[src/rtl/fifo_pkg.sv]
// Shared types for the FIFO: per-cycle handshake operation and its decoder.
package fifo_pkg;

  typedef enum logic [1:0] {
    OpNone = 2'b00,
    OpPush = 2'b01,
    OpPop  = 2'b10,
    OpBoth = 2'b11
  } fifo_op_e;

  function automatic fifo_op_e fifo_decode_op(input logic push, input logic pop);
    return fifo_op_e'({pop, push});
  endfunction

endpackage

[src/rtl/fifo_mem.sv]
// DEPTH x WIDTH storage array: synchronous write port, asynchronous read port.
module fifo_mem #(
  parameter int unsigned DEPTH = 10,
  parameter int unsigned WIDTH = 8,
  parameter int unsigned AddrW = $clog2(DEPTH)
) (
  input  logic             clk_i,
  input  logic             we_i,
  input  logic [AddrW-1:0] waddr_i,
  input  logic [WIDTH-1:0] wdata_i,
  input  logic [AddrW-1:0] raddr_i,
  output logic [WIDTH-1:0] rdata_o
);

  logic [WIDTH-1:0] mem_q [DEPTH];

  always_ff @(posedge clk_i) begin
    if (we_i) begin
      mem_q[waddr_i] <= wdata_i;
    end
  end

  assign rdata_o = mem_q[raddr_i];

endmodule

[src/rtl/fifo.sv]
// First-word-fall-through FIFO with valid/ready on both sides and any DEPTH >= 2.
module fifo
  import fifo_pkg::*;
#(
  parameter int unsigned DEPTH = 10,
  parameter int unsigned WIDTH = 8
) (
  input  logic             clk,
  input  logic             resetn,
  input  logic             s_tvalid,
  output logic             s_tready,
  input  logic [WIDTH-1:0] s_tdata,
  output logic             m_tvalid,
  input  logic             m_tready,
  output logic [WIDTH-1:0] m_tdata,
  output logic             full,
  output logic             empty
);

  localparam int unsigned PtrW = $clog2(DEPTH);
  localparam int unsigned CntW = $clog2(DEPTH + 1);

  logic [PtrW-1:0] wr_ptr_q, wr_ptr_d;
  logic [PtrW-1:0] rd_ptr_q, rd_ptr_d;
  logic [CntW-1:0] count_q, count_d;
  logic            push, pop;

  assign full     = (count_q == CntW'(DEPTH));
  assign empty    = (count_q == '0);
  assign s_tready = ~full;
  assign m_tvalid = ~empty;

  // Accept/complete decisions depend only on registered occupancy, never on the other side.
  assign push = s_tvalid & ~full & ~resetn;
  assign pop  = m_tready & ~empty & ~resetn;

  always_comb begin
    wr_ptr_d = wr_ptr_q;
    rd_ptr_d = rd_ptr_q;
    count_d  = count_q;
    if (push) begin
      wr_ptr_d = (wr_ptr_q == PtrW'(DEPTH - 1)) ? '0 : wr_ptr_q + 1'b1;
    end
    if (pop) begin
      rd_ptr_d = (rd_ptr_q == PtrW'(DEPTH - 1)) ? '0 : rd_ptr_q + 1'b1;
    end
    unique case (fifo_decode_op(push, pop))
      OpPush:  count_d = count_q + 1'b1;
      OpPop:   count_d = count_q - 1'b1;
      default: count_d = count_q;
    endcase
  end

  always_ff @(posedge clk) begin
    if (resetn) begin
      wr_ptr_q <= '0;
      rd_ptr_q <= '0;
      count_q  <= '0;
    end else begin
      wr_ptr_q <= wr_ptr_d;
      rd_ptr_q <= rd_ptr_d;
      count_q  <= count_d;
    end
  end

  fifo_mem #(
    .DEPTH (DEPTH),
    .WIDTH (WIDTH),
    .AddrW (PtrW)
  ) u_mem (
    .clk_i   (clk),
    .we_i    (push),
    .waddr_i (wr_ptr_q),
    .wdata_i (s_tdata),
    .raddr_i (rd_ptr_q),
    .rdata_o (m_tdata)
  );

endmodule

[config.mk]
export PLATFORM = sky130hd
export DESIGN_NAME = fifo
export DESIGN_NICKNAME = d
export VERILOG_FILES = /design/src/rtl/fifo_pkg.sv /design/src/rtl/fifo_mem.sv /design/src/rtl/fifo.sv
export SDC_FILE = /design/constraint.sdc
export NUM_CORES = 1
export LEC_CHECK = 0
export ABC_CLOCK_PERIOD_IN_PS = 2650
export CAP_MARGIN = 40
export CORE_AREA = 2 2 109 111
export CTS_BUF_LIST = sky130_fd_sc_hd__clkbuf_8
export DETAILED_ROUTE_END_ITERATION = 10
export DIE_AREA = 0 0 111 113
export GPL_TIMING_DRIVEN = 0
export PLACE_DENSITY = 0.57
export SYNTH_ARGS = -nofsm -noshare
export SYNTH_HDL_FRONTEND = slang
export SYNTH_SLANG_ARGS = --single-unit
[constraint.sdc]
create_clock -name clk -period 2.65 [get_ports clk]
set_clock_uncertainty 0.2 [all_clocks]
set_input_delay 0.6625 -clock clk [delete_from_list [all_inputs] [get_ports clk]]
set_output_delay 0.6625 -clock clk [all_outputs]
set_load 0.03 [all_outputs]
==> results of run 1 <==
cells in the final DEF, fill, tap and decap left out, types with 2 or more instances in the layout:
cell type        instances
a21oi_1                  4
a22oi_2                  8
buf_1                    2
buf_2                    2
buf_4                   14
buf_6                   12
buf_8                    2
clkbuf_2                 2
clkbuf_8                 9
clkdlybuf4s50_1          8
clkinv_4                 2
dfxtp_1                 13
dfxtp_2                  3
dlygate4sd2_1            4
edfxtp_1                80
ha_2                     2
inv_1                    5
inv_8                    2
mux2i_1                  3
mux4_2                  16
nand2_1                 11
nand2b_1                12
nand3_1                  2
nor2_1                  18
nor2b_1                  4
nor3_2                   3
o211ai_1                 8
o21ai_0                  3
o22ai_1                  2
or3_1                    2
or4_4                    2
xnor2_1                  2
xor2_1                   4
logic make-up (layout without fill, tap and decap cells):
family,Yosys count,count (layout),synth area share [%]
AOI/OAI and AO/OA,33,33,6.043
xor gates and xnor gates,6,6,1.350
adders and majority gates,3,3,0.9644
buffers and inverters,19,71,2.443
DFF,96,96,69.95
muxes,20,20,10.32
and+or+nand+nor,64,64,8.936
worst paths after layout:
kind / start / end / slack [ns]
max: register / m_tdata[3] / -0.11
min: wr_ptr_q[2] / wr_ptr_q[2] / 0.35
max reg2reg: count_q[2] / count_q[2] / 0.12
min reg2reg: wr_ptr_q[2] / wr_ptr_q[2] / 0.35
per-layer routing:
metal	up-vias	wire length (µm)
met3	9	270
met4	0	100
li1	1023	-
met5	-	0
met2	36	3663
met1	1141	3725
worst max-delay path, cell delays in order, from the launching register on:
cell     delay, ns
dfxtp_2       0.35
buf_8         0.14
buf_12        0.14
mux4_2        0.52
a22oi_2       0.18
nand2_1       0.08
buf_6         0.14
per-stage QoR:
stage	instance area [µm²]	worst slack, ns	instances	hold slack, ns
after floorplan	3892	0.1197	241	0.2860
after global placement	4302	-1.256	407	0.3206
after detailed placement	4383	-0.8690	417	0.3344
after CTS	4711	-0.1545	434	0.3497
after global routing	4783	-0.1746	436	0.3886
final	4783	-0.1084	436	0.3488
power breakdown:
| part | leakage [nW] | internal [W] | switching, W | total (W) |
|---|---|---|---|---|
| clock network | 0.104 | 0.000456 | 0.000527 | 0.000983 |
| logic | 0.654 | 0.000243 | 0.000258 | 0.000501 |
| registers | 0.853 | 0.00166 | 0.0000224 | 0.00168 |
timing repair:
action / 4_1_cts / 5_1_grt
gates resized for setup: 89 / 21
pin swaps: 10 / 5
buffers inserted: 2 / 2
gates cloned: 1 / 0
setup endpoints to repair: 20 / 16
Yosys cell counts, types with 4 or more instances:
master | count | area, µm²
xor2_1 | 4 | 35.03
mux4_2 | 16 | 360.4
nor2b_1 | 4 | 25.02
a22oi_1 | 9 | 67.56
nand2_1 | 12 | 45.04
buf_2 | 4 | 20.02
dfxtp_1 | 16 | 320.3
inv_1 | 5 | 18.77
nor2_1 | 20 | 75.07
clkbuf_1 | 4 | 15.01
o211ai_1 | 8 | 60.06
nand2b_1 | 12 | 75.07
a21oi_1 | 5 | 25.02
edfxtp_1 | 80 | 2402
final cells by class:
cell class                      count  area (µm²)
Fill cell                        1005        6489
Clock inverter                      7       86.33
Tap cell                          143       178.9
Multi-Input combinational cell    126        1169
Timing Repair Buffer               38       367.9
Inverter                            5       18.77
Sequential cell                    96        2726
Buffer                             12       112.6
Clock buffer                        9       123.9
state kept, by name, summed over array words and instances, names as in the netlist, named ones only:
| name | count |
|---|---|
| wr_ptr_q | 4 |
| count_q | 4 |
| rd_ptr_q | 4 |
| u_mem.mem_q | 80 |
==> results.py, run 1 <==
metrics = {
    "outcome": {
        "status": "finished with violations",
        "violations": "setup timing",
    },
    "cts": {
        "htreeDepth": 3,
        "path_clk_slew_ns": 0.10,
        "clock_latency_ns": 0.36,
        "cts_tree": "done",
        "clockBufferDepth": 2,
        "cts_root_buffer": "clkbuf_8",
        "hold_buffers": 0,
        "numCtsBuffers": 9,
        "clock_sinks": 96,
    },
    "finish": {
        "antenna_cells": 0,
        "drive_gt1_share_pct": 32.08,
        "utilization_pct": 42.44,
        "nNetsFinal": 303,
        "syn_to_final_growth_pct": 22.89,
    },
    "timing": {
        "relSlewSlack_pct": 58.50,
        "fmax_mhz": 362.5,
        "setup_violations": 8,
        "setup_slack_ns": -0.1084,
        "fin_tns_setup_ns": -0.7710,
        "finalHoldViolCount": 0,
        "tightest_slew_ns": 0.6174,
        "fin_crit_sh_pct": 104.1,
        "slew_viol_final": 0,
        "period_minus_slack_ns": 2.758,
        "grt_setup_unrepaired": "true",
    },
    "global_route": {
        "grt_pass1_wl_mm": 12.02,
        "met2_usage_pct": 20.20,
        "grtUsageMet3_pct": 2.678,
        "grt_pass1_vias": 2170,
        "grt_max_degree": 19,
        "grtUsageTotal_pct": 12.89,
        "met1_usage_pct": 17.90,
        "antenna_found_initial": 0,
        "grt_remaining_overflow": 0,
        "busiest_layer": "met2",
    },
    "routing": {
        "via_per_inst": 5.067,
        "drt-initial-drc-count": 91,
        "drc": 0,
        "ant_nets": 0,
        "drt_wl_total_mm": 7.760,
        "drt_pre_antenna_iters": 4,
        "via_count": 2209,
        "wl_per_cell_um": 17.80,
    },
    "worst_setup_path": {
        "startpoint_type": "register",
        "critPathArrivalTime_ns": 1.90,
        "path_max_fanout": 5,
        "crit_required_ns": 1.79,
        "end_kind": "primary output",
        "rr_worst_depth": 12,
        "path_class": "reg -> out",
    },
    "synthesis": {
        "syn_inst": 241,
        "syn-cell-area_um2": 3892,
        "synth_ff_type": "edfxtp_1",
        "yosys_register_bits": 96,
        "ys_types": 41,
        "syn_nets": 256,
        "async_reset_ff_share_pct": 0,
        "yosysSeqAreaShare_pct": 69.95,
        "synth_edf_count": 80,
        "yosys_warnings": 0,
        "syn_avg_cell_area_um2": 16.15,
    },
    "floorplan": {
        "initial_utilization_pct": 34.53,
        "num_rows": 39,
        "fp.dieW_um": 111,
        "pin_count": 24,
        "core_area_um2": 11270,
        "dieHeight_um": 113,
        "die_area_um2": 12540,
    },
    "worst_hold_path": {
        "hp-class": "reg -> reg",
        "min_path_cells": 2,
    },
    "pwr": {
        "powerDensity_nw_per_um2": 662.5,
        "power_w": 0.003169,
        "leakagePower_nw": 1.610,
        "vdd_ir_drop_max_mv": 0.3357,
    },
    "place": {
        "portBuffers": 23,
        "gp_congestion": 0.7680,
        "hpwl_mm": 5.287,
    },
    "run": {
        "cap_viol_max_count": 0,
    },
}
(Power assumes the default switching activity.)
==> run 2: changes to the inputs <==
- CORE_AREA: 2 2 109 111 -> 2 2 88 90
- DIE_AREA: 0 0 111 113 -> 0 0 90 92
- PLACE_DENSITY: 0.57 -> 0.8
- SYNTH_HIERARCHICAL: default -> 1
==> results.py, run 2 <==
metrics = {
    "synthesis": {
        "synth_area_leader_cell": "edfxtp_1",
        "synth_top_family_by_area": "multiplexers",
        "synth_edf_count": 80,
        "syn-cell-area_um2": 3918,
        "syn_inst": 258,
        "syn_avg_cell_area_um2": 15.18,
        "yosys_register_bits": 92,
        "yosysMostFrequentCell": "edfxtp_1",
        "async_reset_ff_share_pct": 0,
        "synth_compound_area_share_pct": 7.506,
        "synthAdderAreaFrac_pct": 1.469,
        "synth_common_cells": "80 x edfxtp_1, 24 x mux2_2, 20 x nor2_1",
        "muxShareOfSynthArea_pct": 11.24,
        "synth_ff_type": "edfxtp_1",
        "yosysSeqAreaShare_pct": 67.45,
        "synth.area.top_cells": "edfxtp_1 61%, mux2_2 6.9%, dfxtp_1 6.1%",
        "syn_nets": 274,
        "yosys.area_share.simple_pct": 7.665,
        "ys_types": 44,
        "synthDominantCellAreaShare_pct": 61.32,
        "yosys_warnings": 6,
        "synth_xor_area_share_pct": 1.341,
    },
    "floorplan": {
        "die_area_um2": 8280,
        "fp.dieW_um": 90,
        "core_area_um2": 7447,
        "initial_utilization_pct": 52.60,
        "num_rows": 32,
        "dieHeight_um": 92,
        "pin_count": 24,
    },
    "finish": {
        "nNetsFinal": 317,
        "regMostFlops": "u_mem/mem_q",
        "layout_commonest_cell": "edfxtp_1",
        "syn_to_final_growth_pct": 23.79,
        "antenna_cells": 0,
        "utilization_pct": 65.12,
        "final_cell_mix": "80 x edfxtp_1, 19 x mux2_2, 17 x buf_4, 17 x mux2i_1, 13 x nor2_1",
        "largest_reg_flops": 80,
        "drive_gt1_share_pct": 37.05,
        "layout.cells.non_filler": 407,
    },
    "global_route": {
        "grt_pass1_vias": 2375,
        "grt_pass1_wl_mm": 12.12,
        "grt_remaining_overflow": 0,
        "antenna_found_initial": 0,
        "grt_max_degree": 16,
        "grtUsageTotal_pct": 19.84,
    },
    "place": {
        "dp.cells": 385,
        "hpwl_mm": 4.780,
        "gp_congestion": 0.7442,
        "portBuffers": 23,
        "place_ws_ns": -0.8778,
    },
    "worst_setup_path": {
        "path_max_fanout": 6,
        "startpoint": "rd_ptr_q[0]",
        "end_kind": "primary output",
        "slowest_delay_ns": 0.45,
        "path_class": "reg -> out",
        "rr_worst_depth": 6,
        "rr_startpoint": "count_q[2]",
        "crit_slowest_cell": "dfxtp_4",
        "crit_required_ns": 1.79,
        "worstPathCellList": "clkbuf_16, mux2_2, o22ai_2, o31ai_1, buf_4",
        "critPathArrivalTime_ns": 1.77,
        "startpoint_type": "register",
    },
    "worst_hold_path": {
        "hp-class": "reg -> reg",
        "min-delay-start": "rd_ptr_q[3]",
        "min_path_cells": 2,
    },
    "outcome": {
        "status": "complete, no violations",
    },
    "routing": {
        "via_per_inst": 5.703,
        "drt-initial-drc-count": 130,
        "ant_nets": 0,
        "wl_per_cell_um": 19.56,
        "drt_pre_antenna_iters": 4,
        "drt_wl_total_mm": 7.961,
        "drc": 0,
        "via_count": 2321,
    },
    "cts": {
        "clock_sinks": 92,
        "hold_buffers": 0,
        "clockBufferDepth": 2,
        "htreeDepth": 3,
        "path_clk_slew_ns": 0.08,
        "numCtsBuffers": 9,
        "cts_root_buffer": "clkbuf_8",
        "clock_latency_ns": 0.34,
        "cts_tree": "done",
    },
    "timing": {
        "fin_crit_sh_pct": 99.40,
        "period_minus_slack_ns": 2.634,
        "slew_viol_final": 0,
        "finalHoldViolCount": 0,
        "setup_slack_ns": 0.01597,
        "setup_violations": 0,
        "tightest_slew_ns": 0.7180,
        "fmax_mhz": 379.6,
        "relSlewSlack_pct": 51.96,
        "hold_ws_ns": 0.3642,
        "grt_setup_unrepaired": "true",
    },
    "pwr": {
        "leakagePower_nw": 1.575,
        "p_comb_share_pct": 16.7,
        "internal-power_w": 0.002392,
        "swShare_pct": 24.43,
        "p_clk_share_pct": 31.5,
        "powerDensity_nw_per_um2": 652.6,
        "vdd_ir_drop_max_mv": 0.3524,
        "p_seq_share_pct": 51.8,
        "p_switching_w": 0.0007731,
    },
    "run": {
        "cap_viol_max_count": 0,
    },
}
==> run 2: changes by cell type after synthesis, sizes merged, moves of 6 or more <==
cell,before,now
a22o,0,8
mux2,1,24
mux4,16,0
o211ai,8,0
nand2b,12,4
mux2i,3,17
o31ai,0,9
a22oi,9,1
o22ai,2,8
==> run 2: final timing paths <==
check / endpoint / slack (ns)
min: rd_ptr_q[3] / 0.36
min reg2reg: rd_ptr_q[3] / 0.36
max: m_tdata[3] / 0.02
max reg2reg: u_mem/mem_q[3][3] / 0.06
==> run 2: timing repair <==
action                                  CTS  global route
cloned                                    1             0
pin swaps                                 5             6
endpoints found under the setup margin   66            57
resized for setup                        92            33
setup buffers                             8             1
==> run 2: power by group through the flow <==
stage | registers (W) | logic, W | clock network, W
final | 0.00164 | 0.000527 | 0.000997
after global routing | 0.00165 | 0.000560 | 0.00107
after CTS | 0.00163 | 0.000496 | 0.00101
after detailed placement | 0.00166 | 0.000470 | 0
after global placement | 0.00165 | 0.000459 | 0
after floorplan | 0.00165 | 0.000332 | 0
==> run 2: metrics by stage <==
step                      setup TNS [ns]  area, µm²  power [W]
after floorplan                 -0.05563       3941   0.001982
after global placement            -46.07       4299   0.002114
after detailed placement          -42.88       4312   0.002128
after CTS                         -1.264       4717   0.003142
after global routing             -0.2803       4850   0.003280
final                                  0       4850   0.003165
==> run 2: area by class of cell <==
| type | instances | area, µm² |
|---|---|---|
| tap | 102 | 127.6 |
| timing repair buffer | 35 | 314.1 |
| buffer | 7 | 93.84 |
| inverter | 9 | 36.28 |
| multi-input combinational | 147 | 1410 |
| fill | 545 | 2597 |
| clock buffer | 9 | 123.9 |
| clock inverter | 6 | 88.84 |
| sequential | 92 | 2655 |
==> run 2: kinds of logic (layout without fill, tap and decap cells) <==
| logic type | Yosys count | count (layout) |
|---|---|---|
| flip-flops | 92 | 92 |
| adder cells (fa/ha/maj) | 4 | 4 |
| AO/OA/AOI/OAI | 42 | 42 |
| multiplexers | 41 | 41 |
| AND/OR/NAND/NOR | 54 | 54 |
| buffers and inverters | 19 | 66 |
| XOR/XNOR | 6 | 6 |
==> run 2: worst max-delay path: cells and delay by family, from the launching register on <==
kind	cells	cell delay, ns
DFF	1	0.45
buffers and inverters	2	0.35
muxes	1	0.34
AOI/OAI and AO/OA	2	0.28
==> run 2: metal layers <==
layer	wire length, µm	vias to the layer above	global-route usage (%)
li1	-	1073	-
met1	3151	1169	23.87
met2	4353	69	35.40
met3	347	10	3.944
met4	110	0	7.564
met5	0	-	0
==> run 3: changes to the inputs <==
- CORE_AREA: 2 2 88 90 -> 2 2 85 87
- DIE_AREA: 0 0 90 92 -> 0 0 87 89
- DONT_BUFFER_PORTS: default -> 1
==> results.py, run 3 (synthesis gave the netlist of run 2 again) <==
metrics = {
    "cts": {
        "cts_root_buffer": "clkbuf_8",
        "path_clk_slew_ns": 0.09,
        "hold_buffers": 0,
        "htreeDepth": 3,
        "clockBufferDepth": 2,
        "numCtsBuffers": 9,
        "clock_latency_ns": 0.35,
        "clock_sinks": 92,
        "cts_tree": "done",
    },
    "worst_setup_path": {
        "critPathArrivalTime_ns": 2.45,
        "rr_startpoint": "count_q[0]",
        "startpoint": "count_q[0]",
        "path_max_fanout": 8,
        "end_kind": "register",
        "path_class": "reg -> reg",
        "startpoint_type": "register",
        "crit_required_ns": 2.44,
    },
    "timing": {
        "relSlewSlack_pct": 39.37,
        "period_minus_slack_ns": 2.668,
        "slew_viol_final": 0,
        "hold_ws_ns": 0.1597,
        "tightest_slew_ns": 0.9061,
        "finalHoldViolCount": 0,
        "setup_slack_ns": -0.01821,
        "fmax_mhz": 374.8,
        "grt_setup_unrepaired": "true",
        "fin_tns_setup_ns": -0.2275,
        "fin_crit_sh_pct": 100.7,
        "setup_violations": 19,
    },
    "finish": {
        "final_cell_mix": "80 x edfxtp_1, 19 x buf_4, 17 x mux2i_1, 17 x mux2_2, 15 x nor2_1",
        "antenna_cells": 0,
        "regMostFlops": "u_mem/mem_q",
        "largest_reg_flops": 80,
        "layout.cells.non_filler": 373,
        "layout_commonest_cell": "edfxtp_1",
        "drive_gt1_share_pct": 37.88,
        "utilization_pct": 70.17,
        "nNetsFinal": 304,
        "syn_to_final_growth_pct": 20.34,
    },
    "routing": {
        "drt_wl_total_mm": 8.277,
        "drt-initial-drc-count": 150,
        "via_per_inst": 6.155,
        "ant_nets": 0,
        "via_count": 2296,
        "drc": 0,
        "drt_pre_antenna_iters": 5,
        "wl_per_cell_um": 22.19,
    },
    "floorplan": {
        "die_area_um2": 7743,
        "fp.dieW_um": 87,
        "initial_utilization_pct": 58.31,
        "pin_count": 24,
        "dieHeight_um": 89,
        "num_rows": 30,
        "core_area_um2": 6719,
    },
    "worst_hold_path": {
        "hp-class": "in -> reg",
        "min-delay-start": "resetn",
    },
    "place": {
        "hpwl_mm": 4.952,
        "portBuffers": 0,
        "dp.cells": 347,
        "gp_congestion": 0.7232,
    },
    "pwr": {
        "powerDensity_nw_per_um2": 673.4,
        "vdd_ir_drop_max_mv": 0.3621,
        "power_w": 0.003175,
        "leakagePower_nw": 1.525,
    },
    "global_route": {
        "grt_remaining_overflow": 0,
        "grt_pass1_wl_mm": 11.84,
        "grtUsageTotal_pct": 21.63,
        "grt_pass1_vias": 2212,
        "antenna_found_initial": 0,
        "grt_max_degree": 17,
    },
    "outcome": {
        "violations": "setup timing",
        "status": "finished with violations",
    },
    "run": {
        "cap_viol_max_count": 0,
    },
}
-- run 3: changes by cell type in the layout (fill, tap and decap cells not counted), moves of 3 or more --
cell	previous run	this run
dlygate4sd2_1	4	0
clkdlybuf4s50_1	9	0
nor2_4	0	3
nor2_2	7	2
-- run 3: where the power goes --
group	switching, W	internal [W]
Combinational	0.000246	0.000259
Sequential	0.0000409	0.00160
Clock	0.000495	0.000536
-- run 3: critical path: stages, from the launching register on --
cell,delay (ns)
dfxtp_4,0.39
nand4bb_4,0.26
inv_6,0.08
nor3b_4,0.33
buf_4,0.18
nand3b_1,0.14
nor2_1,0.73
-- run 3: worst paths after layout --
kind / end / slack (ns) / depth (start not counted)
hold reg to reg: count_q[2] / 0.34 / 2
hold / removal: count_q[3] / 0.16 / 1
setup reg to reg: u_mem/mem_q[6][3] / -0.02 / 6
setup / recovery: u_mem/mem_q[6][3] / -0.02 / 6
-- run 3: metal layers --
metal  GRT usage (%)  share of wire (%)
met5               0                  0
met4           10.09                1.9
met3           3.601                4.7
met2           36.29                 49
met1           27.77                 44
-- run 3: layout make-up --
cell class              count  area [µm²]
inverters                   9       38.79
multi-input cells         147        1399
repair buffers             22       207.7
fillers                   402        2004
flip-flops and latches     92        2656
clock inverters             7       98.84
clock buffers               9       123.9
plain buffers               7       90.09
well taps                  80       100.1
-- run 3: repair_timing --
item,4_1_cts,5_1_grt
buffers inserted,4,6
pin swaps,8,14
resized for setup,37,28
gates cloned,1,2
endpoints found under the setup margin,51,76
-- run 3: per-stage QoR --
step           cell area (µm²)  worst slack [ns]
5_1_grt                   4715           -0.1026
3_3_place_gp              4041           -0.2360
3_5_place_dp              4091           -0.3376
4_1_cts                   4497          0.001847
6_report                  4715          -0.01821
2_1_floorplan             3941          -0.05563
